## src/rtl/alioth_tohost_ctrl_if.sv

```systemverilog
// alioth_tohost_ctrl_if: single-outstanding request/response bus
// between the SoC peripheral master and the tohost responder.
interface alioth_tohost_ctrl_if #(
  parameter int ADDR_WIDTH = 8
);
  logic                  req_valid_i;
  logic                  req_ready_o;
  logic                  req_we_i;
  logic [ADDR_WIDTH-1:0] req_addr_i;
  logic [31:0]           req_wdata_i;
  logic                  rsp_valid_o;
  logic                  rsp_ready_i;
  logic [31:0]           rsp_rdata_o;

  modport slave (
    input  req_valid_i,
    input  req_we_i,
    input  req_addr_i,
    input  req_wdata_i,
    input  rsp_ready_i,
    output req_ready_o,
    output rsp_valid_o,
    output rsp_rdata_o
  );

  modport master (
    output req_valid_i,
    output req_we_i,
    output req_addr_i,
    output req_wdata_i,
    output rsp_ready_i,
    input  req_ready_o,
    input  rsp_valid_o,
    input  rsp_rdata_o
  );
endinterface

```

## src/rtl/alioth_tohost_ctrl.sv

```systemverilog
// alioth_tohost_ctrl: tohost end-of-test responder with cycle capture.
// Optional PUTC console port at 0x10 enabled by ALIOTH_TOHOST_PUTC_EN.
module alioth_tohost_ctrl #(
  parameter int ADDR_WIDTH  = 8,
  parameter int CYC_WIDTH   = 64,
  parameter int TIMEOUT_BIT = 20
) (
  input  logic                 clk,
  input  logic                 rst_n,
  alioth_tohost_ctrl_if.slave  bus,
  output logic                 test_done_o,
  output logic                 test_pass_o,
  output logic [30:0]          fail_testnum_o,
  output logic [CYC_WIDTH-1:0] end_cycle_o,
  output logic                 timeout_o
`ifdef ALIOTH_TOHOST_PUTC_EN
  ,
  output logic                 putc_valid_o,
  output logic [7:0]           putc_data_o
`endif
);

  typedef enum logic [1:0] {
    RUN,
    DONE,
    TMO
  } state_t;

  state_t state_q, state_d;

  logic [CYC_WIDTH-1:0]  cnt_q;
  logic [63:0]           cnt_ext;
  logic [31:0]           tohost_q;
  logic [31:0]           rdata_d;
  logic [31:0]           rdata_q;
  logic                  rsp_valid_q;
  logic                  init_q;
  logic [ADDR_WIDTH-1:0] word;
  logic                  accept;
  logic                  wr;
  logic                  hit_tohost;
  logic                  hit_lo;
  logic                  hit_hi;
  logic                  hit_status;
  logic                  done_evt;
  logic                  tmo_cond;
  logic                  done_q;
  logic                  pass_q;
  logic                  tmo_q;
  logic [30:0]           fail_q;
  logic [CYC_WIDTH-1:0]  end_q;

  assign word       = bus.req_addr_i >> 2;
  assign hit_tohost = word == ADDR_WIDTH'(0);
  assign hit_lo     = word == ADDR_WIDTH'(1);
  assign hit_hi     = word == ADDR_WIDTH'(2);
  assign hit_status = word == ADDR_WIDTH'(3);

  // ready stays low for the first cycle out of reset
  assign bus.req_ready_o = init_q & (~rsp_valid_q | bus.rsp_ready_i);
  assign bus.rsp_valid_o = rsp_valid_q;
  assign bus.rsp_rdata_o = rdata_q;

  assign accept = bus.req_valid_i & bus.req_ready_o;
  assign wr     = accept & bus.req_we_i;

  assign done_evt = (state_q == RUN) & wr & hit_tohost
                  & bus.req_wdata_i[0];

  generate
    if (TIMEOUT_BIT != 0 && TIMEOUT_BIT < CYC_WIDTH) begin : g_tmo
      assign tmo_cond = cnt_q[TIMEOUT_BIT];
    end else begin : g_no_tmo
      assign tmo_cond = 1'b0;
    end
    if (CYC_WIDTH >= 64) begin : g_ext_full
      assign cnt_ext = cnt_q[63:0];
    end else begin : g_ext_pad
      assign cnt_ext = {{(64-CYC_WIDTH){1'b0}}, cnt_q};
    end
  endgenerate

  always_ff @(posedge clk or negedge rst_n) begin
    if (!rst_n) state_q <= RUN;
    else        state_q <= state_d;
  end

  always_comb begin
    state_d = state_q;
    unique case (state_q)
      RUN: begin
        if (done_evt)      state_d = DONE;
        else if (tmo_cond) state_d = TMO;
      end
      default: state_d = state_q;
    endcase
  end

  always_comb begin
    rdata_d = '0;
    if (!bus.req_we_i) begin
      unique case (1'b1)
        hit_tohost: rdata_d = tohost_q;
        hit_lo:     rdata_d = cnt_ext[31:0];
        hit_hi:     rdata_d = cnt_ext[63:32];
        hit_status: rdata_d = {28'b0, tmo_q, pass_q, done_q,
                               state_q == RUN};
        default:    rdata_d = '0;
      endcase
    end
  end

  always_ff @(posedge clk or negedge rst_n) begin
    if (!rst_n) begin
      cnt_q <= '0;
    end else if (state_q == RUN) begin
      cnt_q <= cnt_q + 1'b1;
    end
  end

  always_ff @(posedge clk or negedge rst_n) begin
    if (!rst_n) begin
      init_q      <= 1'b0;
      rsp_valid_q <= 1'b0;
      rdata_q     <= '0;
    end else begin
      init_q <= 1'b1;
      if (accept) begin
        rsp_valid_q <= 1'b1;
        rdata_q     <= rdata_d;
      end else if (bus.rsp_ready_i) begin
        rsp_valid_q <= 1'b0;
      end
    end
  end

  always_ff @(posedge clk or negedge rst_n) begin
    if (!rst_n) begin
      tohost_q <= '0;
    end else if (wr && hit_tohost) begin
      tohost_q <= bus.req_wdata_i;
    end
  end

  // done wins over a same-cycle timeout; both are terminal
  always_ff @(posedge clk or negedge rst_n) begin
    if (!rst_n) begin
      done_q <= 1'b0;
      pass_q <= 1'b0;
      tmo_q  <= 1'b0;
      fail_q <= '0;
      end_q  <= '0;
    end else if (done_evt) begin
      done_q <= 1'b1;
      pass_q <= bus.req_wdata_i == 32'd1;
      fail_q <= bus.req_wdata_i[31:1];
      end_q  <= cnt_q;
    end else if (state_q == RUN && tmo_cond) begin
      tmo_q <= 1'b1;
    end
  end

  assign test_done_o    = done_q;
  assign test_pass_o    = pass_q;
  assign fail_testnum_o = fail_q;
  assign end_cycle_o    = end_q;
  assign timeout_o      = tmo_q;

`ifdef ALIOTH_TOHOST_PUTC_EN
  logic       hit_putc;
  logic       putc_valid_q;
  logic [7:0] putc_data_q;

  assign hit_putc = word == ADDR_WIDTH'(4);

  always_ff @(posedge clk or negedge rst_n) begin
    if (!rst_n) begin
      putc_valid_q <= 1'b0;
      putc_data_q  <= '0;
    end else begin
      putc_valid_q <= wr & hit_putc;
      if (wr && hit_putc) putc_data_q <= bus.req_wdata_i[7:0];
    end
  end

  assign putc_valid_o = putc_valid_q;
  assign putc_data_o  = putc_data_q;
`endif

endmodule

```

## src/flat_wrapper.sv

```systemverilog
// flat-port wrapper written by rule: the top's interface ports become plain ports
module alioth_tohost_ctrl_flat 
#(
  parameter int ADDR_WIDTH  = 8,
  parameter int CYC_WIDTH   = 64,
  parameter int TIMEOUT_BIT = 20
)
  (clk, rst_n, test_done_o, test_pass_o, fail_testnum_o, end_cycle_o, timeout_o, bus_req_valid_i, bus_req_we_i, bus_req_addr_i, bus_req_wdata_i, bus_rsp_ready_i, bus_req_ready_o, bus_rsp_valid_o, bus_rsp_rdata_o);
  alioth_tohost_ctrl_if #(.ADDR_WIDTH(ADDR_WIDTH)) bus_i ();
  input  logic clk;
  input  logic rst_n;
  output logic test_done_o;
  output logic test_pass_o;
  output logic [30:0] fail_testnum_o;
  output logic [CYC_WIDTH-1:0] end_cycle_o;
  output logic timeout_o;
  input wire logic [$bits(bus_i.req_valid_i)-1:0] bus_req_valid_i;
  input wire logic [$bits(bus_i.req_we_i)-1:0] bus_req_we_i;
  input wire logic [$bits(bus_i.req_addr_i)-1:0] bus_req_addr_i;
  input wire logic [$bits(bus_i.req_wdata_i)-1:0] bus_req_wdata_i;
  input wire logic [$bits(bus_i.rsp_ready_i)-1:0] bus_rsp_ready_i;
  output wire logic [$bits(bus_i.req_ready_o)-1:0] bus_req_ready_o;
  output wire logic [$bits(bus_i.rsp_valid_o)-1:0] bus_rsp_valid_o;
  output wire logic [$bits(bus_i.rsp_rdata_o)-1:0] bus_rsp_rdata_o;
  assign bus_i.req_valid_i = bus_req_valid_i;
  assign bus_i.req_we_i = bus_req_we_i;
  assign bus_i.req_addr_i = bus_req_addr_i;
  assign bus_i.req_wdata_i = bus_req_wdata_i;
  assign bus_i.rsp_ready_i = bus_rsp_ready_i;
  assign bus_req_ready_o = bus_i.req_ready_o;
  assign bus_rsp_valid_o = bus_i.rsp_valid_o;
  assign bus_rsp_rdata_o = bus_i.rsp_rdata_o;
  alioth_tohost_ctrl #(.ADDR_WIDTH(ADDR_WIDTH), .CYC_WIDTH(CYC_WIDTH), .TIMEOUT_BIT(TIMEOUT_BIT)) u_core (.clk(clk), .rst_n(rst_n), .bus(bus_i), .test_done_o(test_done_o), .test_pass_o(test_pass_o), .fail_testnum_o(fail_testnum_o), .end_cycle_o(end_cycle_o), .timeout_o(timeout_o));
endmodule
```

## config.mk

```make
export PLATFORM = sky130hd
export DESIGN_NAME = alioth_tohost_ctrl_flat
export DESIGN_NICKNAME = d
export VERILOG_FILES = /design/src/rtl/alioth_tohost_ctrl_if.sv /design/src/rtl/alioth_tohost_ctrl.sv /design/src/flat_wrapper.sv
export SDC_FILE = /design/constraint.sdc
export NUM_CORES = 1
export LEC_CHECK = 0
export ABC_AREA = 1
export BUFFER_PORTS_ARGS = -buffer_cell sky130_fd_sc_hd__clkbuf_2
export CAP_MARGIN = 20
export CORE_UTILIZATION = 41
export DETAILED_ROUTE_END_ITERATION = 10
export PLACE_DENSITY = 0.62
export SKIP_LAST_GASP = 1
export SLEW_MARGIN = 20
export SYNTH_ARGS = -nofsm -noshare
export SYNTH_HDL_FRONTEND = slang
export SYNTH_SLANG_ARGS = --single-unit
export TNS_END_PERCENT = 1
```

## constraint.sdc

```tcl
create_clock -name clk -period 1.8 [get_ports clk]
set_input_delay 0.09 -clock clk [delete_from_list [all_inputs] [get_ports clk]]
set_output_delay 0.09 -clock clk [all_outputs]
set_load 0.005 [all_outputs]
```

-- After elaboration in Yosys (flattened, before gate mapping)
Index checks and enable logic that the tools add are counted.
- add/subtract/negate cells: 1
- equality and inequality tests: 4
- mux-type cells: 6
- bitwise operators: 9
- reduce and logical (&&, ||, !) cells: 8
- operators by type and width (operator ; number):
    32-bit case mux with 4 select lines ; 1
    64-bit by 1-bit adder with 64-bit output (second input constant) ; 1
    32-bit by 1-bit equality test with 1-bit output (second input constant) ; 1
    32-bit two-way mux ; 1
    6-bit by 2-bit equality test with 1-bit output (second input constant) ; 2
    8-bit zero test ; 1
    1-bit AND ; 6
    6-bit by 1-bit equality test with 1-bit output (second input constant) ; 1
    2-bit two-way mux ; 2
    2-bit AND reduction ; 2
    2-bit nonzero test ; 2
    1-bit logical AND ; 2
    2-bit zero test ; 1
    1-bit two-way mux ; 2
    1-bit inverter ; 2
    1-bit bitwise OR ; 1
- register bits: 230
- input port bits: 45
- output and inout bits: 132
- word-level logic and storage cells: 39

-- Logic depth before layout (Yosys ltp)
Gate-level depths: netlist (run 1).
- depth after elaboration: 10
- depth in mapped cells: 10
- mapped depth without buffers: 10

-- Least setup slack after synthesis (run 1)
No wires, ideal clock.
- kind: reg2reg
- start: reg u_core.rsp_valid_q (netlist: u_core.bus.rsp_valid_o)
- end: reg u_core.end_q[38] (netlist: u_core.end_cycle_o[38])
- setup time: 0.130 ns
- data arrival time: 1.498 ns
- required time: 1.670 ns
- path slack: 0.172 ns
- cell stages (with the launch flop): 11
- buffers on the path: 2
- period minus slack after synthesis: 1.628 ns
- cell sequence: dfrtp_1 -> inv_1 -> nor2_1 -> nor2_1 -> nand2_1 -> nor2_4 -> nand3_2 -> buf_6 -> buf_2 -> nand2_1 -> o21ai_1
- longest elaborated chain between the ends: 8
- RTL lines (element ; line ; text):
    start: declaration ; alioth_tohost_ctrl.sv:36 ; logic rsp_valid_q;
    start signal: assignment ; alioth_tohost_ctrl.sv:124 ; rsp_valid_q <= 1'b0;
    start signal: assignment ; alioth_tohost_ctrl.sv:129 ; rsp_valid_q <= 1'b1;
    start signal: assignment ; alioth_tohost_ctrl.sv:132 ; rsp_valid_q <= 1'b0;
    1-bit inverter ; alioth_tohost_ctrl.sv:60 ; assign bus.req_ready_o = init_q & (~rsp_valid_q | bus.rsp_ready_i);
    1-bit bitwise OR ; alioth_tohost_ctrl.sv:60 ;
    1-bit AND ; alioth_tohost_ctrl.sv:60 ;
    net bus_req_ready_o ; flat_wrapper.sv:22 ; output wire logic [$bits(bus_i.req_ready_o)-1:0] bus_req_ready_o;
    1-bit AND ; alioth_tohost_ctrl.sv:64 ; assign accept = bus.req_valid_i & bus.req_ready_o;
    1-bit AND ; alioth_tohost_ctrl.sv:65 ; assign wr = accept & bus.req_we_i;
    1-bit AND (2 in a row) ; alioth_tohost_ctrl.sv:67 ; assign done_evt = (state_q == RUN) & wr & hit_tohost
    1-bit AND ; alioth_tohost_ctrl.sv:68 ; & bus.req_wdata_i[0];
    end signal: assignment ; alioth_tohost_ctrl.sv:157 ; end_q <= cnt_q;
    end: declaration ; alioth_tohost_ctrl.sv:51 ; logic [CYC_WIDTH-1:0] end_q;
The timed path passes the listed nets, and every way through them passes these cells.
A chain may end at the register's enable or synchronous reset.

-- Worst setup path in the final report (run 1)
- start: reg u_core.cnt_q[24] (netlist: u_core.cnt_ext[24])
- end: reg u_core.cnt_q[50] (netlist: u_core.cnt_ext[50])
- longest elaborated chain between the ends: 1
- RTL lines (element ; line ; text):
    start: declaration ; alioth_tohost_ctrl.sv:31 ; logic [CYC_WIDTH-1:0] cnt_q;
    start signal: assignment ; alioth_tohost_ctrl.sv:117 ; cnt_q <= cnt_q + 1'b1;
    64-bit by 1-bit adder with 64-bit output ; alioth_tohost_ctrl.sv:117 ;
Every way passes these cells.

==> results of run 1 <==
-- sequential cells by signal (all words and copies together) (netlist names), 2 cells and up --
signal	cells
u_core.bus.rsp_rdata_o	32
u_core.cnt_ext	64
u_core.end_cycle_o	64
u_core.fail_testnum_o	31
u_core.state_q	2
u_core.tohost_q	32
-- critical path, stage by stage (launching register included) --
cell	delay (ps)
dfrtp_1	440
nand2_1	190
nor2_1	180
and2_1	170
nand2_1	90
nor2_1	110
buf_4	180
nand4_1	130
nand2_1	90
inv_1	40
-- routing by layer --
metal	up-vias	routed length, um
met4	0	710
met2	272	14000
met1	4336	14900
met3	47	1940
met5	-	0
li1	4522	-
-- layout make-up --
class	count	area (um2)	share of cell area (%)
Sequential cell	230	5760	42.2
Tap cell	330	413	3.03
Multi-Input combinational cell	832	3940	28.9
Inverter	147	552	4.05
Timing Repair Buffer	295	2010	14.7
Clock buffer	35	776	5.69
Clock inverter	11	185	1.36
-- placed cells by master, fill, tap and decap left out, types with 2 or more instances in the layout --
master,count
nand2_1,415
dfrtp_1,230
clkbuf_2,173
inv_1,145
nor2_1,97
o21ai_1,91
buf_4,75
o21ai_0,45
nand3_1,45
xor2_1,45
dlygate4sd3_1,35
o221ai_1,28
clkbuf_16,27
nand4_1,26
nor2_2,13
buf_12,10
clkbuf_8,7
nor2_4,5
bufinv_16,5
and2_1,4
clkinv_2,4
nand3_2,3
nand2_2,3
o22ai_1,3
nor3_1,3
inv_2,2
nor4_1,2
clkinvlp_4,2
-- where the power goes --
part / switching [W] / internal [W] / total (W)
Combinational: 0.000226 / 0.000139 / 0.000365
Clock: 0.00219 / 0.00372 / 0.00590
Sequential: 0.0000187 / 0.00520 / 0.00522
-- kinds of logic (layout without fill, tap and decap cells) --
| logic type | after synthesis | in the layout | synth area share [%] |
|---|---|---|---|
| adder cells (fa/ha/maj) | 1 | 1 | 0.120 |
| AND/OR/NAND/NOR | 618 | 618 | 24.1 |
| XOR/XNOR | 45 | 45 | 3.77 |
| AO/OA/AOI/OAI | 167 | 167 | 9.02 |
| buffers and inverters | 190 | 488 | 7.96 |
| flip-flops | 230 | 230 | 55.0 |
| other | 1 | 1 | 0.0358 |
-- through the flow --
step / instances / instance area, um2 / power (W) / TNS, ps
after global placement: 1798 / 12300 / 0.00562 / 0
after floorplan: 1252 / 10500 / 0.00540 / 0
after global routing: 1880 / 13600 / 0.0118 / -350
after CTS: 1879 / 13600 / 0.0116 / 0
after detailed placement: 1798 / 12300 / 0.00563 / 0
final: 1880 / 13600 / 0.0115 / 0
-- what timing repair did --
| item | in CTS | in global routing |
|---|---|---|
| endpoints found under the hold margin | 295 | 0 |
| hold buffers | 35 | 0 |
| setup endpoints to repair | 0 | 51 |
| resized for setup | 0 | 17 |
| buffers inserted | 0 | 1 |
-- path summary, 6_finish.rpt --
kind / from / cells past startpoint / endpoint
setup reg to reg: u_core.cnt_ext[24] / 9 / u_core.cnt_ext[50]
setup / recovery: u_core.cnt_ext[24] / 9 / u_core.cnt_ext[50]
min in group asynchronous: rst_n / 2 / u_core.fail_testnum_o[4]
hold reg to reg: u_core.cnt_ext[63] / 2 / u_core.cnt_ext[63]
hold / removal: bus_req_addr_i[7] / 6 / u_core.bus.rsp_rdata_o[3]
max in group asynchronous: rst_n / 3 / u_core.bus.rsp_rdata_o[13]
==> qor.csv, run 1 <==
metric;value;unit
first_iter_violations;627;
areaGrowthSynthToFinish;30.2;%
fill_cells;2425;
min_path_type;in -> reg;
die_h;162;um
io_pins;177;
antenna_left;0;
rsz0062_at_grt;yes;
finalSetupViolCount;0;
grt_pass1_vias;8956;
grt_pass1_wl;49.8;mm
via_per_inst;4.88;
cts_root_buf;clkbuf_16;
avgSynthCellArea;8.36;um2
utilization;54.3;%
met3_usage;3.91;%
peakVddDrop;0.000563;V
r2r_slack;80;ps
period_share;95.6;%
first_pass_iters;5;
grt_max_degree;69;
use_met2;37.5;%
max_freq;0.581;GHz
synth_seq_area_share;55.0;%
wl_per_cell;16.8;um
yosys-top-cells-area;dfrtp_1 (55%), nand2_1 (15%), inv_1 (5.2%);
start_kind;flop;
gp_congestion;0.936;
ys_ff_latch;230;
cp.required;2230;ps
dpl_worst_slack;20.9;ps
busiest_layer;met2;
htree_levels;1;
syn_inst;1252;
path_max_fanout;7;
die_x;162;um
synth_common_cells;nand2_1 (417), dfrtp_1 (230), inv_1 (145), nor2_1 (108), o21ai_1 (91);
vias;9177;
dp_hpwl;23.9;mm
worstSkewPairLatency;530;ps
coreArea;25100;um2
cts.sinks;230;
start_util;41.7;%
drt-total-wl;31.6;mm
fp.dieArea;26200;um2
portBuffers;174;
async_flop_share;100;%
whs;61.0;ps
power.density;843;nW/um2
rows;58;
synth_area_leader_cell;dfrtp_1;
grt.total_usage;24.6;%
synth_area;10500;um2
fin_ws;80.0;ps
clkSlewWorstSetupHoldPaths;60;ps
synth-warning-count;0;
grtUsageMet1;36.2;%
antenna_found_initial;0;
hold_viol;0;
ys.flop_type;dfrtp_1;
drc_errors;0;
synth_top_area_share;55.0;%
arrival;2150;ps
synth_edf_count;0;
n_antenna_cell;0;
overflow;0;
cts_tree;done;
outcome;finished clean;
worstSetupEndpointType;flop;
synth.distinct_cells;27;
nNetsFinal;1578;
yosysMostFrequentCell;nand2_1;
fin_worst_skew;9.46;ps
cts-buffers-inserted;26;
clk_path_buf_depth;3;
path_class;reg -> reg;
synth_fp_nets;1298;
drv_cap;0;
power.leakage;6.70;nW
drive_gt1_share;21.5;%
fin_crit;1720;ps
slew_violations;0;
Note: power is estimated with default switching activity, not from simulation.
==> inputs of run 2 (changes only) <==
==> constraint.sdc (replaced) <==
create_clock -name clk -period 1.65 [get_ports clk]
set_input_delay 0.0825 -clock clk [delete_from_list [all_inputs] [get_ports clk]]
set_output_delay 0.0825 -clock clk [all_outputs]
set_load 0.005 [all_outputs]
==> run 2 against run 1 <==
Die area unchanged. Global-route usage increased by 0.22 points. Hold slack got worse by 33 ps. Count of clock-buffer cells in the layout increased by 4. Largest cell class unchanged. Critical path depth increased by 1. The flow now finishes with violations (negative setup slack). Clock power about the same. Total power increased by 4.5%. Sequential power increased by 9.2%.
==> qor.csv, run 2 (same netlist as run 1, synthesis figures left out) <==
metric;value;unit
worst_slew_pin_slew;549;ps
via_per_inst;4.97;
internal_power;0.00938;W
path_max_fanout;5;
dp_cells;1832;
fp.dieArea;26200;um2
max_freq;0.595;GHz
peakVddDrop;0.000639;V
period_share;102;%
final_cell_mix;nand2_1 (412), dfrtp_1 (227), clkbuf_2 (173), inv_1 (145), buf_4 (113);
coreArea;25100;um2
first_iter_violations;537;
power_switching_share;21.9;%
whs;28.1;ps
die_x;162;um
fin_ws;-31.7;ps
cts_tree;done;
comb_power_share;3.4;%
cts_root_buf;clkbuf_16;
worst_hold_path.endpoint;u_core.bus.rsp_rdata_o[3];
start_util;41.7;%
path_class;reg -> reg;
cp.required;2050;ps
clkSlewWorstSetupHoldPaths;60;ps
fin_worst_skew;11.6;ps
portBuffers;174;
die_h;162;um
fin_crit;1680;ps
r2r_slack;-30;ps
io_pins;177;
hp-start;bus_req_addr_i[6];
cts-buffers-inserted;26;
drc_errors;0;
slew_violations;0;
hold_viol;0;
dp_hpwl;24.3;mm
layout.cells.non_filler;1923;
finalSetupViolCount;4;
min_path_type;in -> reg;
rsz0062_at_grt;yes;
rows;58;
start_kind;flop;
r2r-end;u_core.cnt_ext[37];
gp_congestion;0.913;
antenna_found_initial;0;
power.density;857;nW/um2
fill_cells;2396;
layout_commonest_cell;nand2_1;
antenna_left;0;
r2r_cells;10;
nNetsFinal;1619;
sequentialPowerShare;47.4;%
grt_pass1_vias;9119;
grt.total_usage;24.8;%
power.leakage;6.91;nW
clk_path_buf_depth;3;
cts.sinks;230;
first_pass_iters;5;
htree_levels;1;
n_antenna_cell;0;
drive_gt1_share;24.8;%
grt_pass1_wl;50.3;mm
grt_max_degree;77;
vias;9552;
hold_depth;6;
regArea;5760;um2
overflow;0;
violations;negative setup slack;
slew_headroom;63.4;%
drt-total-wl;33.3;mm
worstSkewPairLatency;530;ps
worstSetupEndpointType;flop;
utilization;55.9;%
pwr-share-clk;49.2;%
r2r_start;u_core.cnt_ext[0];
p_switching;0.00264;W
outcome;finished, violations left;
multi_input_area;4020;um2
drv_cap;0;
startpoint;u_core.cnt_ext[0];
areaGrowthSynthToFinish;34.0;%
arrival;2090;ps
wl_per_cell;17.3;um
## run 2: power groups by stage
stage               sequential, W  combinational, W  clock (W)
floorplan                 0.00580         0.0000931          0
global placement          0.00580          0.000345          0
detailed placement        0.00580          0.000349          0
CTS                       0.00570          0.000413    0.00601
global route              0.00570          0.000457    0.00621
finish                    0.00570          0.000405    0.00591
## run 2: timing repair
item	CTS	global route
cloned	0	5
hold buffers	34	0
setup endpoints to repair	136	177
buffers inserted	1	3
hold endpoints to repair	278	0
pin swaps	3	5
resized for setup	18	28
## run 2: metrics by stage
stage | setup TNS (ps) | worst slack (ps) | power [W] | cell area (um2)
floorplan | 0 | 21.8 | 0.00589 | 10500
global placement | -1670 | -202 | 0.00614 | 12500
detailed placement | -3690 | -191 | 0.00615 | 12500
CTS | -72.3 | -23.8 | 0.0121 | 13800
global route | -10130 | -149 | 0.0124 | 14000
finish | -55.3 | -31.7 | 0.0120 | 14000
## run 2: how the worst max path moves through the flow
stage / end / depth (start not counted)
after detailed placement: u_core.cnt_ext[25] / 8
after global placement: u_core.cnt_ext[41] / 8
final: u_core.cnt_ext[37] / 10
after CTS: u_core.cnt_ext[53] / 11
after floorplan: u_core.end_cycle_o[38] / 10
after global routing: u_core.end_cycle_o[30] / 9
## run 2: worst max-delay path, cell delays in order, from the launching register on
cell	delay (ps)
dfrtp_1	350
buf_4	140
nand3_2	120
nor2_4	140
nand2_2	80
nor2_4	160
buf_4	140
buf_4	100
buf_4	90
nand3_1	80
xor2_1	150
## run 2: layer usage
| metal | global-route usage (%) | part of all wire (%) | vias up |
|---|---|---|---|
| met5 | 0 | 0 | - |
| met4 | 5.15 | 1.5 | 0 |
| met3 | 4.37 | 6.9 | 37 |
| met2 | 39.0 | 46 | 280 |
| met1 | 35.9 | 45 | 4618 |
| li1 | - | - | 4617 |
## run 2: final cells by class
class	count	area share (%)
clock buffers	39	5.78
inverters	147	3.93
clock inverters	9	0.571
flip-flops and latches	230	41.1
multi-input cells	832	28.6
well taps	330	2.94
repair buffers	336	17.1
==> inputs of run 3 (changes only) <==
--- a/config.mk
+++ b/config.mk
@@ -5,12 +5,13 @@
 export SDC_FILE = /design/constraint.sdc
 export NUM_CORES = 1
 export LEC_CHECK = 0
-export ABC_AREA = 1
+export ABC_AREA = 0
 export BUFFER_PORTS_ARGS = -buffer_cell sky130_fd_sc_hd__clkbuf_2
 export CAP_MARGIN = 20
 export CORE_UTILIZATION = 41
 export DETAILED_ROUTE_END_ITERATION = 10
-export PLACE_DENSITY = 0.62
+export GPL_ROUTABILITY_DRIVEN = 0
+export PLACE_DENSITY = 0.63
 export SKIP_LAST_GASP = 1
 export SLEW_MARGIN = 20
 export SYNTH_ARGS = -nofsm -noshare
==> run 3 against run 2 <==
Critical path depth shrank 4. Via count shrank 19%. Clock power shrank 3%. Count of clock-buffer cells in the layout shrank 5. Critical path type unchanged. Combinational power grew 11%. Largest cell class unchanged. Fmax shrank 27%. Register-to-register slack lost 630 ps. The run still ends with negative setup slack left. Final cell count shrank 20%. Synthesized cell count shrank 33%. Global-route usage shrank 1.4 points.
==> qor.csv, run 3 <==
metric;value;unit
via_per_inst;5.06;
die_x;157;um
min_path_type;in -> reg;
period_share;140;%
synth_top_family_by_area;multiplexers;
yosys-top-cells-area;dfrtp_1 (58%), mux2_2 (11%), nand2_1 (5.4%);
async_flop_share;100;%
peakVddDrop;0.000559;V
outcome;finished, violations left;
synth_common_cells;dfrtp_1 (230), nand2_1 (142), mux2_2 (100), clkbuf_1 (38), xnor2_1 (35);
path_class;reg -> reg;
fp.dieArea;24700;um2
overflow;0;
clkSlewWorstSetupHoldPaths;60;ps
coreArea;23500;um2
violations;negative setup slack;
first_pass_iters;5;
first_iter_violations;413;
power.leakage;7.08;nW
drive_gt1_share;41.7;%
start_util;41.9;%
drv_cap;0;
synthMuxAreaShare;15.2;%
synth_area;9870;um2
antenna_found_initial;1;
ys_ff_latch;230;
synth_top_area_share;58.3;%
synthAdderAreaFrac;0.127;%
slew_headroom;59.4;%
avgSynthCellArea;11.8;um2
internal_power;0.00935;W
fin_ws;-665;ps
final_cell_mix;dfrtp_1 (230), clkbuf_2 (173), buf_4 (164), nand2_1 (142), mux2_2 (100);
die_h;157;um
synth-warning-count;0;
synth-simple-area-share;14.0;%
yosysMostFrequentCell;dfrtp_1;
cpMostUsedCell;or3_4;
comb_power_share;3.8;%
crit_family;simple AND/OR/NAND/NOR gates;
portBuffers;174;
p_total;0.0119;W
htree_levels;1;
finalSetupViolCount;152;
cts_root_buf;clkbuf_16;
path_max_fanout;2;
power.density;870;nW/um2
rows;56;
stdcell_area;13600;um2
grt_pass1_wl;44.2;mm
cp_num_buf_inv;0;
worstSkewPairLatency;520;ps
synth_edf_count;0;
nNetsFinal;1248;
p_switching;0.00253;W
arrival;2720;ps
wl_per_cell;18.0;um
slew_violations;0;
rsz0062_at_grt;yes;
antenna_left;0;
worstSetupEndpointType;flop;
sequentialPowerShare;48.1;%
start_kind;flop;
cts.sinks;230;
synth_xor_area_share;5.67;%
fin_crit;2310;ps
syn_inst;836;
hold_viol;0;
worst_slew_pin_slew;605;ps
pwr-share-clk;48.1;%
clk_path_buf_depth;3;
drc_errors;0;
max_freq;0.432;GHz
synth_compound_area_share;4.49;%
cts-buffers-inserted;27;
layout_commonest_cell;dfrtp_1;
power_switching_share;21.3;%
layout.cells.non_filler;1538;
cts_tree;done;
cp.required;2060;ps
io_pins;177;
synth_fp_nets;882;
synth_seq_area_share;58.3;%
fin_worst_skew;9.53;ps
dpl_worst_slack;-656;ps
grt.total_usage;23.4;%
critPathMaxStageDelay;440;ps
dpl_cell_area;12400;um2
areaGrowthSynthToFinish;38.2;%
vias;7783;
worst_path_max_delay_cell;or4_4;
synth.distinct_cells;37;
crit_chain;ha_2 > or3b_4 > or3_4 > or3_4 > or4_4 > xnor2_2;
grt_max_degree;68;
dp_hpwl;20.1;mm
ys.flop_type;dfrtp_1;
utilization;58.0;%
synth_area_leader_cell;dfrtp_1;
drt-total-wl;27.7;mm
grt_pass1_vias;8013;
dp_cells;1456;
-- run 3: timing repair --
item / 4_1_cts / 5_1_grt
endpoints found under the setup margin: 151 / 154
gates resized for setup: 2 / 4
endpoints found under the hold margin: 296 / 0
pin swaps: 0 / 1
buffers inserted: 0 / 1
hold buffers: 35 / 0
gates cloned: 0 / 0
-- run 3: final cells by class --
type                    instances  area, um2
fillers                      2021       9900
inverters                      10       37.5
repair buffers                383       2660
clock inverters                11        133
diodes                          1       2.50
multi-input cells             550       3950
well taps                     319        399
flip-flops and latches        230       5760
clock buffers                  34        712
-- run 3: worst paths after layout --
| path | from | end | slack (ps) | cells past startpoint |
|---|---|---|---|---|
| worst min register to register | u_core.tohost_q[18] | u_core.tohost_q[18] | 470 | 2 |
| worst max-delay path | u_core.cnt_ext[0] | u_core.cnt_ext[46] | -660 | 6 |
| min in group asynchronous | rst_n | u_core.end_cycle_o[62] | 150 | 3 |
| worst min-delay path | bus_req_valid_i | u_core.bus.rsp_valid_o | 40 | 4 |
| worst max register to register | u_core.cnt_ext[0] | u_core.cnt_ext[46] | -660 | 6 |
| max in group asynchronous | rst_n | u_core.tohost_q[25] | 1000 | 3 |
-- run 3: cells by family after synthesis --
kind of cell / after synthesis
AND/OR/NAND/NOR: 290
flip-flops: 230
multiplexers: 132
AO/OA/AOI/OAI: 63
XOR/XNOR: 63
buffers and inverters: 56
adder cells (fa/ha/maj): 1
other: 1
-- run 3: worst min-delay path: cells and delay by family --
family                 cells  cell delay (ps)
buffers and inverters      2              270
and+or+nand+nor            2              160
-- run 3: metal layers --
layer  vias to the layer above  share of wire (%)  track usage [%]
met5                         -                  0                0
met4                         0                2.0             5.22
met3                        41                5.0             4.02
met2                       223                 47             38.0
met1                      3843                 46             32.8
li1                       3676                  -                -
-- run 3: stage by stage --
step	TNS [ps]	hold WS [ps]
after floorplan	-42910	-213
after global placement	-27470	-47.8
after detailed placement	-32930	-46.9
after CTS	-31580	19.3
after global routing	-49340	64.3
final	-32830	37.9
-- run 3: power by group through the flow --
stage	clock network, W	logic (W)	registers, W
global placement	0	0.000388	0.00581
CTS	0.00585	0.000459	0.00571
global route	0.00607	0.000502	0.00571
finish	0.00572	0.000449	0.00571
detailed placement	0	0.000392	0.00581
floorplan	0	0.000119	0.00580
